**src/rtl/dmem_arbiter_pkg.sv**
```systemverilog
// Shared types and defaults for the data-memory arbiter.
// Latency: n/a (types, constants and a pure helper function only).
// Backpressure: n/a.
package dmem_arbiter_pkg;

    // Encoding 2'd3 is unused; the FSM recovers from it to ST_IDLE.
    typedef enum logic [1:0] {
        ST_IDLE  = 2'd0,
        ST_WAIT  = 2'd1,
        ST_FORCE = 2'd2
    } arb_state_t;

    localparam int unsigned DEF_ADDR_W        = 6;
    localparam int unsigned DEF_MAX_WAIT      = 4;
    localparam logic [3:0]  DEF_FORBID_NIBBLE = 4'h4;

    // True when a byte address falls in the region that must never reach the RAM.
    function automatic logic is_forbidden(input logic [31:0] addr, input logic [3:0] nibble);
        return (addr[31:28] == nibble);
    endfunction

endpackage

```
**src/rtl/dmem_arbiter.sv**
```systemverilog
// Shares the single-port DataRam between the CPU MEM stage and a debug/loader port.
// Latency: CPU and debug writes/grants are same-cycle; debug read data arrives one cycle after its grant.
// Backpressure: CPU has priority; a pending debug request is forced in after MAX_WAIT busy CPU cycles, stalling the pipeline for that one cycle.
//
// Ports:
//   clk, reset                   rising-edge clock, asynchronous active-low reset
//   cpu_addr/wdata/we/re         MEM-stage access; cpu_rdata is combinational load data
//   cpu_stall                    freezes the pipeline during a forced debug cycle
//   dbg_req/we/addr/wdata        debug access request, held until dbg_gnt
//   dbg_gnt                      debug owns the RAM this cycle; the access completes at this edge
//   dbg_rvalid/dbg_rdata         registered debug read result, one cycle after a read grant
//   ram_a/ram_d/ram_we/ram_spo   RAM interface (asynchronous read data in ram_spo)
//   err_forbid/err_addr          sticky flag and address of the first forbidden access
module dmem_arbiter
    import dmem_arbiter_pkg::*;
#(
    parameter int unsigned ADDR_W        = DEF_ADDR_W,
    parameter int unsigned MAX_WAIT      = DEF_MAX_WAIT,
    parameter logic [3:0]  FORBID_NIBBLE = DEF_FORBID_NIBBLE
) (
    input  logic              clk,
    input  logic              reset,
    input  logic [31:0]       cpu_addr,
    input  logic [31:0]       cpu_wdata,
    input  logic              cpu_we,
    input  logic              cpu_re,
    output logic [31:0]       cpu_rdata,
    output logic              cpu_stall,
    input  logic              dbg_req,
    input  logic              dbg_we,
    input  logic [31:0]       dbg_addr,
    input  logic [31:0]       dbg_wdata,
    output logic              dbg_gnt,
    output logic              dbg_rvalid,
    output logic [31:0]       dbg_rdata,
    output logic [ADDR_W-1:0] ram_a,
    output logic [31:0]       ram_d,
    output logic              ram_we,
    input  logic [31:0]       ram_spo,
    output logic              err_forbid,
    output logic [31:0]       err_addr
);

    localparam int unsigned        CNT_W   = $clog2(MAX_WAIT + 1);
    localparam logic [CNT_W-1:0]   CNT_MAX = CNT_W'(MAX_WAIT);
    localparam logic [CNT_W-1:0]   CNT_ONE = CNT_W'(1);

    arb_state_t        state;
    arb_state_t        state_nxt;
    logic [CNT_W-1:0]  cnt;
    logic [CNT_W-1:0]  cnt_nxt;
    logic              gnt_raw;
    logic              stall_raw;
    logic              cpu_act;

    logic              owner_act;
    logic              owner_we;
    logic [31:0]       owner_addr;
    logic              owner_fb;

    assign cpu_act = cpu_we | cpu_re;

    // ------------------------------------------------------------------
    // Arbitration FSM
    // ------------------------------------------------------------------
    always_ff @(posedge clk or negedge reset) begin
        if (!reset) begin
            state <= ST_IDLE;
            cnt   <= '0;
        end else begin
            state <= state_nxt;
            cnt   <= cnt_nxt;
        end
    end

    always_comb begin
        state_nxt = state;
        cnt_nxt   = cnt;
        gnt_raw   = 1'b0;
        stall_raw = 1'b0;
        case (state)
            ST_IDLE: begin
                cnt_nxt = '0;
                if (dbg_req) begin
                    if (!cpu_act) begin
                        // Free RAM: debug goes straight in without disturbing the CPU.
                        gnt_raw = 1'b1;
                    end else begin
                        state_nxt = ST_WAIT;
                        cnt_nxt   = CNT_ONE;
                    end
                end
            end
            ST_WAIT: begin
                if (!dbg_req) begin
                    // Requester withdrew without a grant; tolerated, just rearm.
                    state_nxt = ST_IDLE;
                    cnt_nxt   = '0;
                end else if (!cpu_act) begin
                    gnt_raw   = 1'b1;
                    state_nxt = ST_IDLE;
                    cnt_nxt   = '0;
                end else if (cnt == CNT_MAX) begin
                    state_nxt = ST_FORCE;
                end else begin
                    cnt_nxt = cnt + CNT_ONE;
                end
            end
            ST_FORCE: begin
                gnt_raw   = 1'b1;
                stall_raw = 1'b1;
                state_nxt = ST_IDLE;
                cnt_nxt   = '0;
            end
            default: begin
                state_nxt = ST_IDLE;
                cnt_nxt   = '0;
            end
        endcase
    end

    // Gating with reset abandons an in-flight forced access the moment reset drops.
    assign dbg_gnt   = gnt_raw & reset;
    assign cpu_stall = stall_raw & reset;

    // ------------------------------------------------------------------
    // RAM mux
    // ------------------------------------------------------------------
    assign owner_act  = dbg_gnt | cpu_act;
    assign owner_we   = dbg_gnt ? dbg_we    : cpu_we;
    assign owner_addr = dbg_gnt ? dbg_addr  : cpu_addr;
    assign ram_d      = dbg_gnt ? dbg_wdata : cpu_wdata;
    assign owner_fb   = is_forbidden(owner_addr, FORBID_NIBBLE);

    // Upper address bits are dropped, so addresses alias every 4*2^ADDR_W bytes.
    assign ram_a  = owner_addr[ADDR_W+1:2];
    assign ram_we = owner_we & ~owner_fb & reset;

    assign cpu_rdata = (reset && !dbg_gnt && !is_forbidden(cpu_addr, FORBID_NIBBLE))
                       ? ram_spo : 32'h0;

    // ------------------------------------------------------------------
    // Debug read capture and forbidden-access logging
    // ------------------------------------------------------------------
    always_ff @(posedge clk or negedge reset) begin
        if (!reset) begin
            dbg_rvalid <= 1'b0;
            dbg_rdata  <= 32'h0;
            err_forbid <= 1'b0;
            err_addr   <= 32'h0;
        end else begin
            dbg_rvalid <= dbg_gnt & ~dbg_we;
            if (dbg_gnt && !dbg_we) begin
                dbg_rdata <= is_forbidden(dbg_addr, FORBID_NIBBLE) ? 32'h0 : ram_spo;
            end
            // Only the first offender is recorded; later ones leave err_addr alone.
            if (owner_act && owner_fb && !err_forbid) begin
                err_forbid <= 1'b1;
                err_addr   <= owner_addr;
            end
        end
    end

endmodule

```
**config.mk**
```make
export PLATFORM = sky130hd
export DESIGN_NAME = dmem_arbiter
export DESIGN_NICKNAME = d
export VERILOG_FILES = /design/src/rtl/dmem_arbiter_pkg.sv /design/src/rtl/dmem_arbiter.sv
export SDC_FILE = /design/constraint.sdc
export NUM_CORES = 1
export LEC_CHECK = 0
export CAP_MARGIN = 10
export CORE_AREA = 2 2 119 121
export CTS_CLUSTER_SIZE = 30
export DETAILED_ROUTE_END_ITERATION = 12
export DIE_AREA = 0 0 121 123
export PLACE_DENSITY = 0.79
export SYNTH_ARGS = -nofsm -noshare
export SYNTH_HDL_FRONTEND = slang
export SYNTH_SLANG_ARGS = --single-unit
export TNS_END_PERCENT = 100
```
**constraint.sdc**
```tcl
create_clock -name clk -period 4.05 [get_ports clk]
set_clock_uncertainty 0.1 [all_clocks]
set_input_delay 1.0125 -clock clk [delete_from_list [all_inputs] [get_ports clk]]
set_output_delay 1.0125 -clock clk [all_outputs]
set_load 0.01 [all_outputs]
```
* After elaboration in Yosys (flattened, before gate mapping)
Cells that the tools add are included.
Operators by class: bitwise gates (word level) 9, add/subtract/negate cells 1, reduce and logical (&&, ||, !) cells 12, eq/ne operators 10, multiplexer cells 21
Operators by type and width (count):
- $mux W32 | 4
- $eq A4 B3 Y1 const B | 3
- $mux W2 | 5
- $mux W3 | 3
- $ne A4 B4 Y1 const B | 2
- $mux W1 | 6
- $pmux W3 S2 | 1
- $and A1 B1 Y1 | 5
- $logic_and A1 B1 Y1 | 5
- $logic_not A1 Y1 | 4
- $ne A2 B2 Y1 const B | 2
- $pmux W2 S2 | 1
- $add A3 B1 Y3 const B | 1
- $eq A3 B3 Y1 const B | 1
- $reduce_and A3 Y1 | 1
- $eq A2 B1 Y1 const B | 1
- $eq A2 B2 Y1 const B | 1
- $logic_not A2 Y1 | 1
- $not A1 Y1 | 2
- $or A1 B1 Y1 | 2
- $pmux W1 S2 | 1
- $reduce_or A2 Y1 | 1
Word-level totals: register bits after elaboration 71, output and inout bits 139

* Longest topological paths before layout
depth after elaboration 10, gate-level depth with buffers 6, depth with buffers taken out 5

* Worst setup path after synthesis
Ideal clock, no wire load.
path kind input -> output, start point input dbg_req, end point output ram_d[10], stages 5, arrival 2473 ps, path slack 465 ps, cells stage by stage nor4b_1 -> o21ai_1 -> clkbuf_1 -> buf_2 -> mux2_2
Between the ends: word-level cells in the longest chain between the ends 4
RTL lines:
- start: declaration | RTL line dmem_arbiter.sv:29 | input logic dbg_req,
- $mux W1 | RTL line dmem_arbiter.sv:84 | if (dbg_req) begin
- $pmux W1 S2 | RTL line dmem_arbiter.sv:81 | case (state)
- $and A1 B1 Y1 | RTL line dmem_arbiter.sv:123 | assign dbg_gnt = gnt_raw & reset;
- $mux W32 | RTL line dmem_arbiter.sv:132 | assign ram_d = dbg_gnt ? dbg_wdata : cpu_wdata;
- end: declaration | RTL line dmem_arbiter.sv:37 | output logic [31:0] ram_d,
Every way passes these cells.

* Worst setup path after layout
start point input cpu_addr[29], end point output cpu_rdata[26]
Between the ends: word-level cells in the longest chain between the ends 4
RTL lines:
- start: declaration | RTL line dmem_arbiter.sv:23 | input logic [31:0] cpu_addr,
- $eq A4 B3 Y1 | RTL line dmem_arbiter_pkg.sv:19 | return (addr[31:28] == nibble);
- $logic_not A1 Y1 | RTL line dmem_arbiter.sv:139 | assign cpu_rdata = (reset && !dbg_gnt && !is_forbidden(cpu_addr, FORBID_NIBBLE))
- $logic_and A1 B1 Y1 | RTL line dmem_arbiter.sv:139
- $mux W32 | RTL line dmem_arbiter.sv:140 | ? ram_spo : 32'h0;
- end: declaration | RTL line dmem_arbiter.sv:27 | output logic [31:0] cpu_rdata,
Every way passes these cells.

==> impl_metrics.json <==
{
  "clk_pin_slew_ns": 0.05,
  "drive_above_1_share_pct": 19.1,
  "postRouteAntennaNets": 0,
  "final.setup.tns_ns": 0,
  "drc_errors": 0,
  "netSwitchingFraction_pct": 27.3,
  "layout.nets": 830,
  "wl_per_cell_um": 16.7,
  "critPathLaunchType": "input port",
  "maxSlewHeadroom_pct": 55.7,
  "synth.distinct_cells": 30,
  "ys_seq_area_share_pct": 46.8,
  "worst_pin_slew_ns": 0.664,
  "viasPerCell": 4.45,
  "yosys_warnings": 0,
  "std_cell_rows": 43,
  "drt_iter0_markers": 110,
  "dp_hpwl_mm": 11.1,
  "total_leakage_power_uw": 0.00334,
  "start_util_pct": 27.9,
  "diodes": 0,
  "io_pins": 305,
  "grt_pass1_vias": 3994,
  "slowest_stage": "or4b_4",
  "fmax_ghz": 0.255,
  "max_stage_delay_ns": 0.56,
  "finalCriticalPeriod_ns": 3.92,
  "endpoint_kind": "output port",
  "ir_drop_mv": 0.202,
  "gp_congestion": 0.782,
  "dr.pass1.iters": 4,
  "combPwrFrac_pct": 37.9,
  "final_cells": 845,
  "post-route-period-util_pct": 96.8,
  "core-area_um2": 13600,
  "slew_violations": 0,
  "placed_cell_area_um2": 7090,
  "seq_power_share_pct": 35.9,
  "synth_area_um2": 3800,
  "grt_pass1_wl_mm": 21.0,
  "final_hold_viol_count": 0,
  "power.switching_uw": 771,
  "clkLatencyLatePin_ns": 0.32,
  "r2r_slack_ns": 1.80,
  "areaGrowthSynthToFinish_pct": 94.3,
  "p_clk_share_pct": 26.2,
  "rsz0062_at_grt": "no",
  "cp.required_ns": 2.94,
  "clockBufferDepth": 2,
  "ff_latch_area_um2": 1780,
  "ys_ff_latch": 71,
  "grt.overflow.total": 0,
  "power.density_nw_per_um2": 382,
  "drv_cap": 0,
  "dieArea_um2": 14900,
  "syn-num-nets": 524,
  "post-route-cell-area_um2": 7380,
  "crit_arrival_ns": 2.81,
  "hp-class": "reg2reg",
  "vias": 3758,
  "nFillCells": 1205,
  "netlist_instances": 356,
  "grt_max_degree": 66,
  "dp_cells": 827,
  "cts_tree": "built",
  "antenna_found_initial": 0,
  "multi_input_area_um2": 1880,
  "rr_endpoint": "err_addr[8]",
  "endpoint": "cpu_rdata[26]",
  "path_cells": "clkdlybuf4s50_1 > or4b_4 > and3_4 > buf_12 > and2_1 > dlygate4sd2_1",
  "outcome": "completed",
  "p_int_uw": 2050,
  "syn-mean-instance-area_um2": 10.7,
  "power_uw": 2820,
  "totalWireLength_mm": 14.2,
  "setup_viol_count_final": 0,
  "port_buffers": 304,
  "cts_root_buf": "clkbuf_16",
  "worst-path-max-fanout": 32,
  "fin_hold_ws_ns": 0.375,
  "reg2reg_from": "state[1]",
  "worstSetupPathType": "in2out",
  "die_y_um": 123,
  "cts_made_buffers": 9,
  "htreeDepth": 3,
  "crit_start": "cpu_addr[29]",
  "gr-usage-all-layers_pct": 18.4,
  "worstRegToRegCells": 7,
  "clkSinkCount": 71,
  "die_width_um": 121
}
[power by group through the flow]
stage          clock network (uW)  registers (uW)  logic [uW]
3_3_place_gp                    0            1010        1090
5_1_grt                       793            1040        1140
2_1_floorplan                   0            1110         264
3_5_place_dp                    0            1030        1110
4_1_cts                       767            1020        1090
6_report                      740            1010        1070
[worst max-delay path: cells and delay by family]
| family | cells | cell delay, ns |
|---|---|---|
| buffers and inverters | 3 | 0.84 |
| AND/OR/NAND/NOR | 3 | 0.94 |
[cell families after synthesis]
family | count (synthesis) | synth area share [%]
fa+ha+maj | 2 | 0.659
flops | 71 | 46.8
buf+inv | 34 | 4.71
mux | 88 | 26.1
xor+xnor | 1 | 0.231
compound gates | 42 | 6.52
simple gates | 118 | 15.0
[through the flow]
step           utilization, %  setup slack, ns
6_report                 54.2            0.131
5_1_grt                  54.2           0.0763
4_1_cts                  54.2          -0.0159
3_5_place_dp             52.1           -0.409
3_3_place_gp             52.1           -0.375
2_1_floorplan               -            0.465
[per-layer routing]
metal	part of all wire, %	track usage [%]	vias up	wire (um)
li1	-	-	1807	-
met1	38	20.0	1759	5320
met2	51	33.8	179	7250
met3	9.7	6.09	13	1380
met4	1.4	5.81	0	202
met5	0	0	-	0
[area by class of cell]
class	instances	share of cell area, %
Clock buffer	14	3.85
Inverter	5	0.254
Multi-Input combinational cell	251	25.5
Sequential cell	71	24.1
Tap cell	180	3.05
Timing Repair Buffer	324	43.3
[Yosys cell counts]
cell,n,share of area (%)
nor3_1,1,0.13
a31oi_1,1,0.16
nor2b_1,5,0.82
buf_6,3,0.89
buf_4,6,1.2
o21ai_1,1,0.13
a21oi_1,2,0.26
xnor2_1,1,0.23
mux2_2,83,25
nand3_1,1,0.13
or4b_2,1,0.26
or2_2,2,0.33
a32o_1,1,0.26
and3_1,1,0.16
buf_2,5,0.66
and2_1,33,5.4
inv_1,5,0.49
o21ai_0,33,4.3
dfrtp_1,71,47
nand2_1,67,6.6
or3b_1,1,0.23
nor4b_1,1,0.23
o2bb2ai_1,1,0.23
clkbuf_1,15,1.5
o32ai_4,1,0.72
ha_1,2,0.66
or4b_1,1,0.26
nor2_1,4,0.40
o211ai_1,2,0.40
mux2_1,5,1.5
[how the worst min path moves through the flow]
| stage | from | endpoint | slack [ns] | cells past startpoint |
|---|---|---|---|---|
| finish | err_addr[30] | err_addr[30] | 0.38 | 1 |
| floorplan | state[0] | cnt[0] | 0.36 | 1 |
| global route | err_addr[30] | err_addr[30] | 0.40 | 1 |
| global placement | err_addr[30] | err_addr[30] | 0.36 | 1 |
| CTS | err_addr[30] | err_addr[30] | 0.38 | 1 |
| detailed placement | err_addr[30] | err_addr[30] | 0.37 | 1 |
[cells in the final DEF, fill, tap and decap left out, drive strengths merged, types with 4 or more instances in the layout]
cell type / count
o21ai: 34
nor2b: 5
clkdlybuf4s50: 228
nand2: 67
inv: 5
buf: 21
dlygate4sd2: 65
mux2: 88
nor2: 4
and2: 33
dfrtp: 71
clkbuf: 16
clkdlybuf4s15: 7
[state kept, by name, indices dropped and copies added, names as in the netlist]
signal      flops
dbg_rdata      32
state           2
dbg_rvalid      1
err_forbid      1
err_addr       32
cnt             3
[timing repair]
item,CTS,global route
hold buffers,0,0
gates resized for setup,83,12
gates cloned,1,0
pin swaps,2,1
endpoints found under the setup margin,72,32
buffers inserted,2,1
Note: power is estimated with default switching activity, not from simulation.
